## config.mk

```make
export PLATFORM = sky130hd
export DESIGN_NAME = alu_muldiv_seq
export DESIGN_NICKNAME = d
export VERILOG_FILES = /design/src/rtl/alu_pkg.sv /design/src/rtl/muldiv_addsub.sv /design/src/rtl/alu_muldiv_seq.sv
export SDC_FILE = /design/constraint.sdc
export NUM_CORES = 1
export LEC_CHECK = 0
export ABC_AREA = 1
export BUFFER_PORTS_ARGS = -buffer_cell sky130_fd_sc_hd__buf_4
export CORE_MARGIN = 2
export CORE_UTILIZATION = 30
export CTS_BUF_LIST = sky130_fd_sc_hd__clkbuf_4 sky130_fd_sc_hd__clkbuf_8 sky130_fd_sc_hd__clkbuf_16
export CTS_CLUSTER_SIZE = 25
export DETAILED_ROUTE_END_ITERATION = 10
export GPL_ROUTABILITY_DRIVEN = 0
export PLACE_DENSITY = 0.43
export SLEW_MARGIN = 0
export SYNTH_ARGS = -nofsm -noshare
export SYNTH_HDL_FRONTEND = slang
export SYNTH_SLANG_ARGS = --single-unit
```

## constraint.sdc

```tcl
create_clock -name clk -period 3.6 [get_ports clk]
set_clock_uncertainty 0.15 [all_clocks]
set_input_delay 0.72 -clock clk [delete_from_list [all_inputs] [get_ports clk]]
set_output_delay 0.72 -clock clk [all_outputs]
set_load 0.05 [all_outputs]
```

## src/rtl/alu_pkg.sv

```systemverilog
// Shared ALU definitions: multiply/divide op encodings, sequencer states and default width.
package alu_pkg;

  localparam int ALU_WIDTH = 32;

  localparam logic [1:0] OP_MULT  = 2'b00;
  localparam logic [1:0] OP_MULTU = 2'b01;
  localparam logic [1:0] OP_DIV   = 2'b10;
  localparam logic [1:0] OP_DIVU  = 2'b11;

  typedef enum logic [1:0] {
    IDLE = 2'b00,
    RUN  = 2'b01,
    FIX  = 2'b10
  } muldiv_state_t;

endpackage

```

## src/rtl/muldiv_addsub.sv

```systemverilog
// WIDTH+1-bit adder/subtractor shared by the multiply and divide steps.
// o_co is the carry out when adding and the borrow out when subtracting.
module muldiv_addsub #(
  parameter int WIDTH = 32
) (
  input  logic [WIDTH:0] i_a,
  input  logic [WIDTH:0] i_b,
  input  logic           i_sub,
  output logic [WIDTH:0] o_sum,
  output logic           o_co
);

  logic [WIDTH:0]   w_b_eff;
  logic [WIDTH+1:0] w_full;

  assign w_b_eff = i_sub ? ~i_b : i_b;
  assign w_full  = {1'b0, i_a} + {1'b0, w_b_eff} + {{(WIDTH+1){1'b0}}, i_sub};
  assign o_sum   = w_full[WIDTH:0];
  assign o_co    = i_sub ? ~w_full[WIDTH+1] : w_full[WIDTH+1];

endmodule

```

## src/rtl/alu_muldiv_seq.sv

```systemverilog
// Sequential MIPS MULT/MULTU/DIV/DIVU unit: one shift-add / restoring step per cycle.
// Optional MULDIV_EARLY_EXIT_EN ends multiplies once the remaining multiplier bits are zero.
module alu_muldiv_seq
  import alu_pkg::*;
#(
  parameter int WIDTH = ALU_WIDTH
) (
  input  logic             clk,
  input  logic             rst_n,
  input  logic             start,
  input  logic [1:0]       op,
  input  logic [WIDTH-1:0] a,
  input  logic [WIDTH-1:0] b,
  output logic             busy,
  output logic             done,
  output logic             div_by_zero,
  output logic [WIDTH-1:0] hi,
  output logic [WIDTH-1:0] lo
);

  localparam int CW = $clog2(WIDTH + 1);

  muldiv_state_t    r_state;
  logic [1:0]       r_op;
  logic             r_sa, r_sb, r_dbz, r_done;
  logic [CW-1:0]    r_cnt;
  logic [WIDTH-1:0] r_hw, r_lw, r_bw, r_hi, r_lo;

  function automatic logic [WIDTH-1:0] f_mag(input logic [WIDTH-1:0] v, input logic neg);
    return neg ? (~v + 1'b1) : v;
  endfunction

  logic             w_sa, w_sb, w_b_zero, w_co, w_last;
  logic [WIDTH:0]   w_add_a, w_add_b, w_sum;
  logic [WIDTH-1:0] w_hw_nxt, w_lw_nxt, w_quot, w_rem;
  logic [2*WIDTH-1:0] w_prod, w_prod_s;

  assign w_sa     = ~op[0] & a[WIDTH-1];
  assign w_sb     = ~op[0] & b[WIDTH-1];
  assign w_b_zero = (b == '0);

  // Divide feeds {rem, next dividend bit} - divisor; multiply feeds acc + (lsb ? mcand : 0).
  assign w_add_a = r_op[1] ? {r_hw, r_lw[WIDTH-1]} : {1'b0, r_hw};
  assign w_add_b = (r_op[1] || r_lw[0]) ? {1'b0, r_bw} : '0;

  muldiv_addsub #(.WIDTH(WIDTH)) u_addsub (
    .i_a   (w_add_a),
    .i_b   (w_add_b),
    .i_sub (r_op[1]),
    .o_sum (w_sum),
    .o_co  (w_co)
  );

  always_comb begin
    w_hw_nxt = w_sum[WIDTH:1];
    w_lw_nxt = {w_sum[0], r_lw[WIDTH-1:1]};
    if (r_op[1]) begin
      w_hw_nxt = w_co ? w_add_a[WIDTH-1:0] : w_sum[WIDTH-1:0];
      w_lw_nxt = {r_lw[WIDTH-2:0], ~w_co};
    end
  end

`ifdef MULDIV_EARLY_EXIT_EN
  logic [WIDTH-1:0] w_mask;
  assign w_mask = {WIDTH{1'b1}} >> (r_cnt + 1'b1);
  assign w_last = (r_cnt == CW'(WIDTH - 1)) || (!r_op[1] && ((w_lw_nxt & w_mask) == '0));
  // Early exit leaves the product (WIDTH - steps) bits too far left.
  assign w_prod = {r_hw, r_lw} >> (WIDTH - int'(r_cnt));
`else
  assign w_last = (r_cnt == CW'(WIDTH - 1));
  assign w_prod = {r_hw, r_lw};
`endif

  assign w_prod_s = (r_op == OP_MULT && (r_sa ^ r_sb)) ? (~w_prod + 1'b1) : w_prod;
  assign w_quot   = (r_op == OP_DIV && (r_sa ^ r_sb)) ? (~r_lw + 1'b1) : r_lw;
  assign w_rem    = (r_op == OP_DIV && r_sa) ? (~r_hw + 1'b1) : r_hw;

  always_ff @(posedge clk or negedge rst_n) begin
    if (!rst_n) begin
      r_state <= IDLE;
      r_op    <= OP_MULT;
      r_sa    <= 1'b0;
      r_sb    <= 1'b0;
      r_dbz   <= 1'b0;
      r_done  <= 1'b0;
      r_cnt   <= '0;
      r_hw    <= '0;
      r_lw    <= '0;
      r_bw    <= '0;
      r_hi    <= '0;
      r_lo    <= '0;
    end else begin
      r_done <= 1'b0;
      case (r_state)
        IDLE: if (start) begin
          r_op    <= op;
          r_sa    <= w_sa;
          r_sb    <= w_sb;
          r_dbz   <= op[1] & w_b_zero;
          r_cnt   <= '0;
          r_hw    <= '0;
          r_bw    <= op[1] ? f_mag(b, w_sb) : f_mag(a, w_sa);
          // Divide-by-zero keeps the raw dividend so HI can return it untouched.
          r_lw    <= (op[1] && w_b_zero) ? a : (op[1] ? f_mag(a, w_sa) : f_mag(b, w_sb));
          r_state <= (op[1] && w_b_zero) ? FIX : RUN;
        end
        RUN: begin
          r_hw  <= w_hw_nxt;
          r_lw  <= w_lw_nxt;
          r_cnt <= r_cnt + 1'b1;
          if (w_last) r_state <= FIX;
        end
        FIX: begin
          r_done  <= 1'b1;
          r_state <= IDLE;
          if (r_dbz) begin
            r_hi <= r_lw;
            r_lo <= '1;
          end else if (r_op[1]) begin
            r_hi <= w_rem;
            r_lo <= w_quot;
          end else begin
            {r_hi, r_lo} <= w_prod_s;
          end
        end
        default: r_state <= IDLE;
      endcase
    end
  end

  assign busy        = (r_state != IDLE);
  assign done        = r_done;
  assign div_by_zero = r_dbz;
  assign hi          = r_hi;
  assign lo          = r_lo;

endmodule
```

==> run_results.csv <==
group,metric,value,unit
run_status,status,"complete, no violations",
hold_path,min_path_type,"in2async",
route,drtAntennaViolNets,0,
sta,max_freq,295,MHz
sta,setup_tns,0,ns
floorplan,die_area,58300,um^2
sta,slew-limit-headroom,0.452,
logic_synthesis,ys.flop_type,"dfrtp_1",
layout,nets,3112,
global_route,overflow,0,
clock_tree,cts_hold_buf,0,
floorplan,die_y,241,um
setup_path,cp_slowest_cell,"dfrtp_4",
placement,post-dp-hpwl,62600,um
route,vias,19898,
floorplan,fp.dieW,241,um
logic_synthesis,ys_warn_count,0,
sta,rsz0062_at_grt,"no",
sta,period_share,0.943,
route,avgRoutedWirePerCell,20.6,um
setup_path,path_class,"reg2reg",
global_route,antenna_found_initial,0,
sta,min_period,3.40,ns
setup_path,path_cells,"nor2_2 -> buf_12 -> a21oi_1 -> o21ai_0 -> inv_1 -> ha_1 -> buf_4 -> nand2_1 -> inv_1 -> nand3_1 -> nor3_4 -> nand3_1 -> nand3_1 -> xor2_1 -> o21ai_0 -> o21ai_1",
logic_synthesis,synth_edf_count,0,
sta,hold_viol,0,
clock_tree,htree_levels,4,
global_route,grt_pass1_wl,117000,um
clock_tree,cts_root_buf,"clkbuf_16",
clock_tree,cts_inserted_buffers,17,
logic_synthesis,synth_seq_area_share,0.258,
setup_path,crit_path_start_kind,"register",
layout,diodes,0,
layout,syn_to_final_growth,17.1,%
sta,maxSlewViolCount,0,
clock_tree,cts_tree,"yes",
setup_path,critPathRequiredTime,3.86,ns
logic_synthesis,synth-seq-cells,174,
route,dr.pass1.iters,6,
logic_synthesis,yosysTopAreaCell,"dfrtp_1",
floorplan,rows,87,
global_route,grt_max_degree,75,
logic_synthesis,ys_top_cells_by_count,"nand2_1, nor2_1, inv_1",
global_route,grt_pass1_vias,19078,
floorplan,start_util,0.302,
route,drt_wl_total,77700,um
global_route,grtUsageTotal,0.268,
sta,finalSetupViolCount,0,
logic_synthesis,yosysUniqueCellTypes,57,
sta,worst_pin_slew,0.821,ns
logic_synthesis,postSynthCellCount,2882,
clock_tree,clk_pin_slew,0.07,ns
layout,finish.utilization,0.353,
route,drc,0,
floorplan,coreArea,56100,um^2
layout,drive_gt1_frac,0.110,
logic_synthesis,synthTopCellsByArea,"dfrtp_1, nand2_1, o21ai_0, nand3_1, a21oi_1",
setup_path,crit_top_cell,"nand3_1",
logic_synthesis,synth.most_common_cell,"nand2_1",
sta,hold_ws,0.0397,ns
route,routed_via_density,5.27,
logic_synthesis,ys_async_sr_fraction,1.00,
logic_synthesis,syn_area,16900,um^2
floorplan,ioPinCount,136,
placement,port_buffers,135,
setup_path,critical_path_arrival,3.65,ns
setup_path,max_stage_delay,0.54,ns
clock_tree,clkLatencyLatePin,0.49,ns
logic_synthesis,syn-num-nets,2988,
job,maxCapViolCount,0,
setup_path,end_kind,"register",
clock_tree,cts_max_path_buffers,2,
setup_path,cp_max_fo,30,
logic_synthesis,yosysTopAreaCellShare,0.258,
route,drtIter0Drc,1938,
clock_tree,cts.sinks,174,
logic_synthesis,syn_avg_cell_area,5.87,um^2
flip-flops by register name (all words and copies together) (netlist names):
name and cells:
r_cnt 6, r_bw 32, r_hw 32, r_op 2, div_by_zero 1, lo 32
done 1, hi 32, r_sa 1, r_state 2, r_sb 1, r_lw 32
cell families after synthesis:
kind of cell    synth area share
simple gates               0.381
compound gates             0.193
buf+inv                   0.0996
flops                      0.258
xor+xnor                  0.0399
fa+ha+maj                 0.0278
mux                     0.000592
cell usage in the layout (no fill, tap or decap), types with 6 or more instances in the layout:
cell type and instances:
o211ai_1 29, a21oi_1 221, nand2_2 7, nor3_1 24, inv_2 10, o22ai_1 12, inv_1 288, xnor2_1 10
buf_12 6, clkbuf_16 17, nand3_1 233, nand2_1 913, xor2_1 67, nor2_2 18, buf_4 227, nor4_1 6
o221ai_1 6, dfrtp_1 173, nor2_1 292, ha_1 35, nand4_1 27, o21ai_0 263, o21ai_1 34, nand3b_1 10
critical path: cells and delay by family, from the launching register on:
kind                     cells  cell delay [ns]
AND/OR/NAND/NOR              6             1.01
adder cells (fa/ha/maj)      1             0.33
XOR/XNOR                     1             0.34
buffers and inverters        4             0.48
AO/OA/AOI/OAI                4             0.44
flip-flops                   1             0.54
routing by layer:
metal / track usage / share of wire / vias up
met1: 0.360 / 0.45 / 9374
met3: 0.0433 / 0.066 / 94
li1: - / - / 9637
met5: 0 / 0 / -
met2: 0.433 / 0.45 / 793
met4: 0.0958 / 0.032 / 0
worst paths after layout:
kind / slack, ns / to / cells after the start / startpoint
max reg2reg: 0.20 / r_hw[19] / 16 / r_op[1]
max: 0.20 / r_hw[19] / 16 / r_op[1]
min: 0.04 / hi[19] / 1 / rst_n
min reg2reg: 0.33 / hi[30] / 2 / hi[30]
max in group asynchronous: 2.44 / r_lw[16] / 2 / rst_n
min in group clk: 0.33 / hi[30] / 2 / hi[30]
through the flow:
| stage | setup slack, ns | cell area (um^2) | instances |
|---|---|---|---|
| global route | 0.00403 | 19800 | 3775 |
| global placement | 0.0124 | 19100 | 3741 |
| floorplan | 0.303 | 16900 | 2882 |
| detailed placement | 0.0498 | 19100 | 3741 |
| finish | 0.205 | 19800 | 3775 |
| CTS | 0.0519 | 19700 | 3773 |
final cells by class:
| type | instances | area, um^2 |
|---|---|---|
| Sequential cell | 174 | 4360 |
| Clock buffer | 19 | 447 |
| Timing Repair Buffer | 234 | 1840 |
| Multi-Input combinational cell | 2277 | 10900 |
| Tap cell | 756 | 946 |
| Inverter | 302 | 1140 |
| Fill cell | 6349 | 36300 |
| Clock inverter | 13 | 146 |
timing repair:
item,in CTS,in global routing
setup buffers,0,2
endpoints found under the setup margin,0,33
resized for setup,0,18
Power is left out: the tool's default activity adds up to more than one toggle a clock period on the data nets, which glitch-free logic cannot reach.
